### config.mk
export PLATFORM = sky130hd
export DESIGN_NAME = fetch_unit
export DESIGN_NICKNAME = d
export VERILOG_FILES = /design/src/rtl/makina_pkg.sv /design/src/rtl/fetch_perf_cnt.sv /design/src/rtl/fetch_unit.sv
export SDC_FILE = /design/constraint.sdc
export NUM_CORES = 1
export LEC_CHECK = 0
export ABC_AREA = 1
export BUFFER_PORTS_ARGS = -buffer_cell sky130_fd_sc_hd__buf_4
export CAP_MARGIN = 20
export CORE_MARGIN = 10
export CORE_UTILIZATION = 33
export CTS_CLUSTER_SIZE = 10
export DETAILED_ROUTE_END_ITERATION = 16
export SLEW_MARGIN = 30
export SYNTH_ARGS = -nofsm -noshare
export SYNTH_HDL_FRONTEND = slang
export SYNTH_SLANG_ARGS = --single-unit
### constraint.sdc
create_clock -name clk -period 1.85 [get_ports clk]
set_clock_uncertainty 0.2 [all_clocks]
set_input_delay 0.185 -clock clk [delete_from_list [all_inputs] [get_ports clk]]
set_output_delay 0.185 -clock clk [all_outputs]
set_load 0.05 [all_outputs]
### src/rtl/makina_pkg.sv
// Shared types and widths for the 16-bit makina core.
// Imported by the fetch stage and its optional performance counters.
package makina_pkg;

    localparam int ADDR_W  = 16;
    localparam int INSTR_W = 16;

    typedef enum logic [1:0] {
        FS_IDLE,
        FS_FETCH,
        FS_WAIT,
        FS_FULL
    } fetch_state_t;

endpackage

### src/rtl/fetch_perf_cnt.sv
// Fetch performance counters: delivered instructions and flushes.
// Ports: clk, rst_n, fetch_inc_i, flush_inc_i -> fetch_count_o, flush_count_o (16-bit, wrapping).
module fetch_perf_cnt
    import makina_pkg::*;
(
    input  logic              clk,
    input  logic              rst_n,
    input  logic              fetch_inc_i,
    input  logic              flush_inc_i,
    output logic [ADDR_W-1:0] fetch_count_o,
    output logic [ADDR_W-1:0] flush_count_o
);

    logic [ADDR_W-1:0] fetch_q, fetch_d;
    logic [ADDR_W-1:0] flush_q, flush_d;

    always_comb begin
        fetch_d = fetch_q;
        flush_d = flush_q;
        if (fetch_inc_i) fetch_d = fetch_q + 16'd1;
        if (flush_inc_i) flush_d = flush_q + 16'd1;
    end

    always_ff @(posedge clk or negedge rst_n) begin
        if (!rst_n) begin
            fetch_q <= '0;
            flush_q <= '0;
        end else begin
            fetch_q <= fetch_d;
            flush_q <= flush_d;
        end
    end

    assign fetch_count_o = fetch_q;
    assign flush_count_o = flush_q;

endmodule

### src/rtl/fetch_unit.sv
// Instruction fetch stage: PC, single-outstanding imem reads, decode handoff, redirects.
// Ports: clk, rst_n, pc_write_enabled, branch_target, imem_req_*, imem_rsp_*, instr_*, pc.
// FETCH_PERF_CNT_EN adds fetch_count / flush_count outputs.
module fetch_unit
    import makina_pkg::*;
#(
    parameter logic [ADDR_W-1:0] RESET_PC = 16'h0000,
    parameter logic [ADDR_W-1:0] PC_STEP  = 16'h0001
) (
    input  logic               clk,
    input  logic               rst_n,
    input  logic               pc_write_enabled,
    input  logic [ADDR_W-1:0]  branch_target,
    output logic               imem_req_valid,
    output logic [ADDR_W-1:0]  imem_req_addr,
    input  logic               imem_req_ready,
    input  logic               imem_rsp_valid,
    input  logic [INSTR_W-1:0] imem_rsp_data,
    output logic               instr_valid,
    output logic [INSTR_W-1:0] instr_data,
    output logic [ADDR_W-1:0]  instr_pc,
    input  logic               instr_ready,
    output logic [ADDR_W-1:0]  pc
`ifdef FETCH_PERF_CNT_EN
    ,
    output logic [ADDR_W-1:0]  fetch_count,
    output logic [ADDR_W-1:0]  flush_count
`endif
);

    fetch_state_t       state_q, state_d;
    logic [ADDR_W-1:0]  pc_q, pc_d;
    logic [ADDR_W-1:0]  infl_q, infl_d;
    logic [INSTR_W-1:0] data_q, data_d;
    logic [ADDR_W-1:0]  ipc_q, ipc_d;
    // Set when the outstanding request became stale due to a redirect.
    logic               drop_q, drop_d;

    always_comb begin
        state_d = state_q;
        pc_d    = pc_q;
        infl_d  = infl_q;
        data_d  = data_q;
        ipc_d   = ipc_q;
        drop_d  = drop_q;
        unique case (state_q)
            FS_IDLE: state_d = FS_FETCH;
            FS_FETCH: begin
                if (pc_write_enabled) begin
                    pc_d = branch_target;
                    if (imem_req_ready) begin
                        drop_d  = 1'b1;
                        state_d = FS_WAIT;
                    end
                end else if (imem_req_ready) begin
                    infl_d  = pc_q;
                    state_d = FS_WAIT;
                end
            end
            FS_WAIT: begin
                if (pc_write_enabled) begin
                    pc_d = branch_target;
                    if (imem_rsp_valid) begin
                        drop_d  = 1'b0;
                        state_d = FS_FETCH;
                    end else begin
                        drop_d = 1'b1;
                    end
                end else if (imem_rsp_valid) begin
                    if (drop_q) begin
                        drop_d  = 1'b0;
                        state_d = FS_FETCH;
                    end else begin
                        data_d  = imem_rsp_data;
                        ipc_d   = infl_q;
                        pc_d    = pc_q + PC_STEP;
                        state_d = FS_FULL;
                    end
                end
            end
            FS_FULL: begin
                // A same-cycle handshake completes first; leaving FULL then flushes.
                if (pc_write_enabled) begin
                    pc_d    = branch_target;
                    state_d = FS_FETCH;
                end else if (instr_ready) begin
                    state_d = FS_FETCH;
                end
            end
            default: state_d = FS_IDLE;
        endcase
    end

    always_ff @(posedge clk or negedge rst_n) begin
        if (!rst_n) begin
            state_q <= FS_IDLE;
            pc_q    <= RESET_PC;
            infl_q  <= '0;
            data_q  <= '0;
            ipc_q   <= '0;
            drop_q  <= 1'b0;
        end else begin
            state_q <= state_d;
            pc_q    <= pc_d;
            infl_q  <= infl_d;
            data_q  <= data_d;
            ipc_q   <= ipc_d;
            drop_q  <= drop_d;
        end
    end

    assign imem_req_valid = (state_q == FS_FETCH);
    assign imem_req_addr  = pc_q;
    assign instr_valid    = (state_q == FS_FULL);
    assign instr_data     = data_q;
    assign instr_pc       = ipc_q;
    assign pc             = pc_q;

`ifdef FETCH_PERF_CNT_EN
    logic fetch_inc;
    logic flush_inc;

    assign fetch_inc = instr_valid & instr_ready;
    // Discarded response, or held instruction dropped by a redirect.
    assign flush_inc =
        ((state_q == FS_WAIT) & imem_rsp_valid & (pc_write_enabled | drop_q)) |
        ((state_q == FS_FULL) & pc_write_enabled & ~instr_ready);

    fetch_perf_cnt u_perf (
        .clk           (clk),
        .rst_n         (rst_n),
        .fetch_inc_i   (fetch_inc),
        .flush_inc_i   (flush_inc),
        .fetch_count_o (fetch_count),
        .flush_count_o (flush_count)
    );
`endif

endmodule

* Yosys cells after proc, flatten, opt, wreduce, memory -nomap -nowiden
Index checks and enable logic that the tools add are counted.
Cells by class: reductions and logical operators 9, add/subtract/negate cells 1, equal/unequal tests 10, bitwise operators 2, muxes and demuxes 19
Operators with widths (number):
- 16-bit 2-to-1 mux | 4
- 16-bit case mux with 2 select lines | 1
- 16-bit by 1-bit adder with 16-bit output, second input constant | 1
- 2-bit 2-to-1 mux | 7
- 4-bit AND reduction | 3
- 2-bit case mux with 4 select lines | 1
- 3-bit inequality test, second input constant | 2
- 3-bit AND reduction | 2
- 1-bit 2-to-1 mux | 5
- 2-bit == test, second input constant | 2
- 2-bit by 1-bit inequality test with 1-bit output, second input constant | 2
- 2-bit inequality test, second input constant | 2
- 2-bit nonzero test | 2
- 3-bit by 2-bit inequality test with 1-bit output, second input constant | 1
- 2-bit by 1-bit == test with 1-bit output, second input constant | 1
- 2-bit logical NOT | 1
- 1-bit NOT | 2
- 1-bit case mux with 2 select lines | 1
- 2-bit OR reduction | 1
Storage, ports and cells: flip-flop bits (word level) 67, output and inout port bits 66, input port bits 38

* Depth between registers and ports, before layout
word-level depth 5, depth in mapped cells 10

* Worst setup path before layout
OpenSTA, ideal clock, no wires.
path kind reg-to-reg, start point register state_q[1], end point register pc_q[4], in the netlist imem_req_addr[4], slack -195 ps, data required time 1527 ps, arrival 1721 ps, path buffers 1, clock period less this slack 2045 ps, stages on the path, launching flop included 10, setup time 123 ps, cell sequence dfrtp_1 inv_1 ha_1 inv_2 nand2_2 nor2_1 nand3b_4 buf_2 nand2_1 nand2_1
On the way: cells in the longest elaborated chain, start to end 4, elaborated cells between the ends (all ways) 10, those cells by class eq/ne (6); mux (1); reduce/logical (3)
Ends and longest elaborated chain:
- from (decl) | line fetch_unit.sv:31 | fetch_state_t state_q, state_d;
- from (signal assigned) | line fetch_unit.sv:103 | state_q <= state_d;
- 2-bit by 1-bit == test with 1-bit output (*)
- via imem_req_valid | line fetch_unit.sv:14 | output logic imem_req_valid,
- 2-bit OR reduction (no line) (*)
- 2-bit by 1-bit inequality test with 1-bit output (no line) / 2-bit nonzero test (equally long branches)
- 4-bit AND reduction (no line)
- to (signal assigned) | line fetch_unit.sv:104 | pc_q <= pc_d;
- to (decl) | line fetch_unit.sv:32 | logic [ADDR_W-1:0] pc_q, pc_d;
The timed path passes the listed nets; every way through them passes the cells marked *. A chain may end at the register's enable or synchronous reset.

* Final worst setup path
start point register state_q[0], end point register pc_q[14], in the netlist imem_req_addr[14]
On the way: cells in the longest elaborated chain, start to end 4, elaborated cells between the ends (all ways) 10, those cells by class eq/ne (6); mux (1); reduce/logical (3)
Ends and longest elaborated chain:
- 2-bit by 1-bit == test with 1-bit output / 2-bit == test (equally long branches) | line fetch_unit.sv:46 | unique case (state_q)
- 2-bit OR reduction (no line)
- 2-bit by 1-bit inequality test with 1-bit output (no line) / 2-bit nonzero test (equally long branches)
- 4-bit AND reduction (no line)
Several ways; a longest one is shown, not always the timed one.

==> flow_metrics.env <==
export IMPL_holdWs_ns=0.0185
export IMPL_crit_required_ns=1.89
export IMPL_first_pass_iters=4
export IMPL_layout_min_cycle_time_ns=1.79
export IMPL_wire_per_inst_microns=14.2
export IMPL_hold_path_class="input port to flip-flop"
export IMPL_holdPathStages=5
export IMPL_clock_latency_ns=0.34
export IMPL_worstPathMaxFanout=6
export IMPL_p_per_area_mw_per_mm2=1980
export IMPL_cts_buffer_depth=2
export IMPL_synth_yosys_warnings=0
export IMPL_maxSlewHeadroom_pct=74.6
export IMPL_grt_util_met3_pct=4.16
export IMPL_path_clk_slew_ns=0.07
export IMPL_grt_met1_usage_pct=16.1
export IMPL_synth_area_top_cells="dfrtp_1, mux2_4, nand2_1"
export IMPL_arrival_ns=1.83
export IMPL_cts_tree="done"
export IMPL_synthFlopType="dfrtp_1"
export IMPL_synth_area_sq_mm=0.00340
export IMPL_wl_microns=9050
export IMPL_final_common_cell="buf_4"
export IMPL_grt_usage_pct=12.3
export IMPL_ys_seq_area_share_pct=49.3
export IMPL_synth_area_per_cell_sq_um=9.35
export IMPL_io_buffers=103
export IMPL_synth_top_area_share_pct=49.3
export IMPL_io_pins=104
export IMPL_drc=0
export IMPL_die_h_microns=122
export IMPL_viasPerCell=4.44
export IMPL_fp_coreArea_sq_mm=0.0102
export IMPL_grt_pass1_vias=2935
export IMPL_vias=2834
export IMPL_start_util_pct=33.4
export IMPL_cts_made_buffers=9
export IMPL_setup_viol=0
export IMPL_total_power_mw=9.77
export IMPL_gp_congestion=0.823
export IMPL_layout_common_cells="buf_4, nand2_1, dfrtp_1, nor2_1"
export IMPL_worst_slew_pin_slew_ns=0.379
export IMPL_critPathCaptureType="flip-flop"
export IMPL_cap_violations=0
export IMPL_ir_worst_vdd_v=0.000750
export IMPL_drt_initial_drc_count=116
export IMPL_critical_path_class="flip-flop to flip-flop"
export IMPL_cts_root_buf="clkbuf_8"
export IMPL_rows=37
export IMPL_grt_busiest_layer="met2"
export IMPL_clkSinkCount=67
export IMPL_netlist_instances=364
export IMPL_drv_slew=0
export IMPL_start_kind="flip-flop"
export IMPL_antennaDiodeCount=0
export IMPL_ys_ff_latch=67
export IMPL_area_growth_pct=45.1
export IMPL_synth_nets=407
export IMPL_h_tree_depth=3
export IMPL_antenna_left=0
export IMPL_p_leak_nw=2.53
export IMPL_dp_hpwl_microns=6520
export IMPL_fmax_ghz=0.558
export IMPL_grt_max_degree=43
export IMPL_synth_distinct_cells=29
export IMPL_outcome="finished clean"
export IMPL_fin_nets=541
export IMPL_yosys_area_top_type="dfrtp_1"
export IMPL_drive_gt1_share_pct=38.4
export IMPL_grt_use_met2_pct=18.3
export IMPL_gr_total_overflow=0
export IMPL_fp_dieW_microns=122
export IMPL_die_area_sq_mm=0.0148
export IMPL_timing_final_crit_share_pct=96.8
export IMPL_hold_viol_final=0
export IMPL_postSynth_asyncResetShare_pct=100
export IMPL_synth_edf_count=0
export IMPL_reg2reg_depth=8
export IMPL_grt_first_pass_wirelength_microns=14700
export IMPL_rsz0062_at_grt="yes"
export IMPL_grt_antenna_before_repair=0
==> Yosys cell counts (all sizes together) (3+ instances only) <==
cell type,n
mux2,28
nand2,84
a21oi,6
dfrtp,67
nor2,46
nand3,23
xor2,4
ha,5
inv,31
buf,24
nand4,3
o21ai,34
==> final cells by class <==
cell class,instances,area [sq um]
multi-input combinational,241,1520
clock buffer,10,138
sequential,67,1680
timing repair buffer,148,1270
fill,958,5250
inverter,31,125
clock inverter,5,30.0
tap,136,170
==> through the flow <==
stage               utilization [%]  instance area [sq um]  std cells  setup WS (ns)  setup TNS (ns)
floorplan                         -                   3430        364         0.0519               0
global placement               42.3                   4310        589         0.0183               0
detailed placement             42.3                   4310        589        -0.0414          -0.224
finish                         48.5                   4940        638         0.0594               0
global route                   48.5                   4940        638        -0.0187         -0.0722
CTS                            47.0                   4780        634         0.0219               0
==> sequential cells by signal, indices dropped and copies added (netlist names) <==
name           count
instr_pc          16
imem_req_addr     16
drop_q             1
instr_data        16
state_q            2
infl_q            16
==> critical path, stage by stage (launching register included) <==
cell and delay [ns]:
dfrtp_2 0.47, ha_4 0.19, inv_4 0.07, nand2_4 0.07, o21ai_4 0.21, nand3b_2 0.18, clkbuf_16 0.20, nand2_1 0.05
nand2_1 0.05
==> final timing paths <==
path / start / endpoint / slack, ns
worst max register to register: state_q[0] / imem_req_addr[14] / 0.06
worst min register to register: infl_q[3] / infl_q[3] / 0.29
worst min-delay path: branch_target[3] / imem_req_addr[3] / 0.02
max in group asynchronous: rst_n / instr_pc[14] / 0.78
worst max-delay path: state_q[0] / imem_req_addr[14] / 0.06
min in group asynchronous: rst_n / instr_data[11] / 0.11
==> cell families after synthesis <==
kind of cell	after synthesis	share of synthesized area [%]
AND/OR/NAND/NOR	159	19.9
flip-flops	67	49.3
buffers and inverters	57	9.34
AO/OA/AOI/OAI	44	6.88
multiplexers	28	11.7
adder cells (fa/ha/maj)	5	1.84
XOR/XNOR	4	1.03
==> report_power, final <==
part | internal (mW) | switching [mW]
Clock | 0.508 | 0.557
Combinational | 2.07 | 3.90
Sequential | 2.14 | 0.589
==> layer usage <==
| layer | wire length [microns] | vias up | share of wire (%) |
|---|---|---|---|
| li1 | - | 1430 | - |
| met1 | 4240 | 1315 | 47 |
| met2 | 4180 | 80 | 46 |
| met3 | 530 | 9 | 5.9 |
| met4 | 96 | 0 | 1.1 |
| met5 | 0 | - | 0 |
==> what timing repair did <==
| item | in CTS | in global routing |
|---|---|---|
| setup endpoints to repair | 20 | 25 |
| hold buffers | 30 | 0 |
| pin swaps | 0 | 4 |
| hold endpoints to repair | 96 | 0 |
| buffers inserted | 0 | 2 |
| gates resized for setup | 1 | 30 |
| gates cloned | 0 | 2 |
Power figures use the tool's default switching activity.
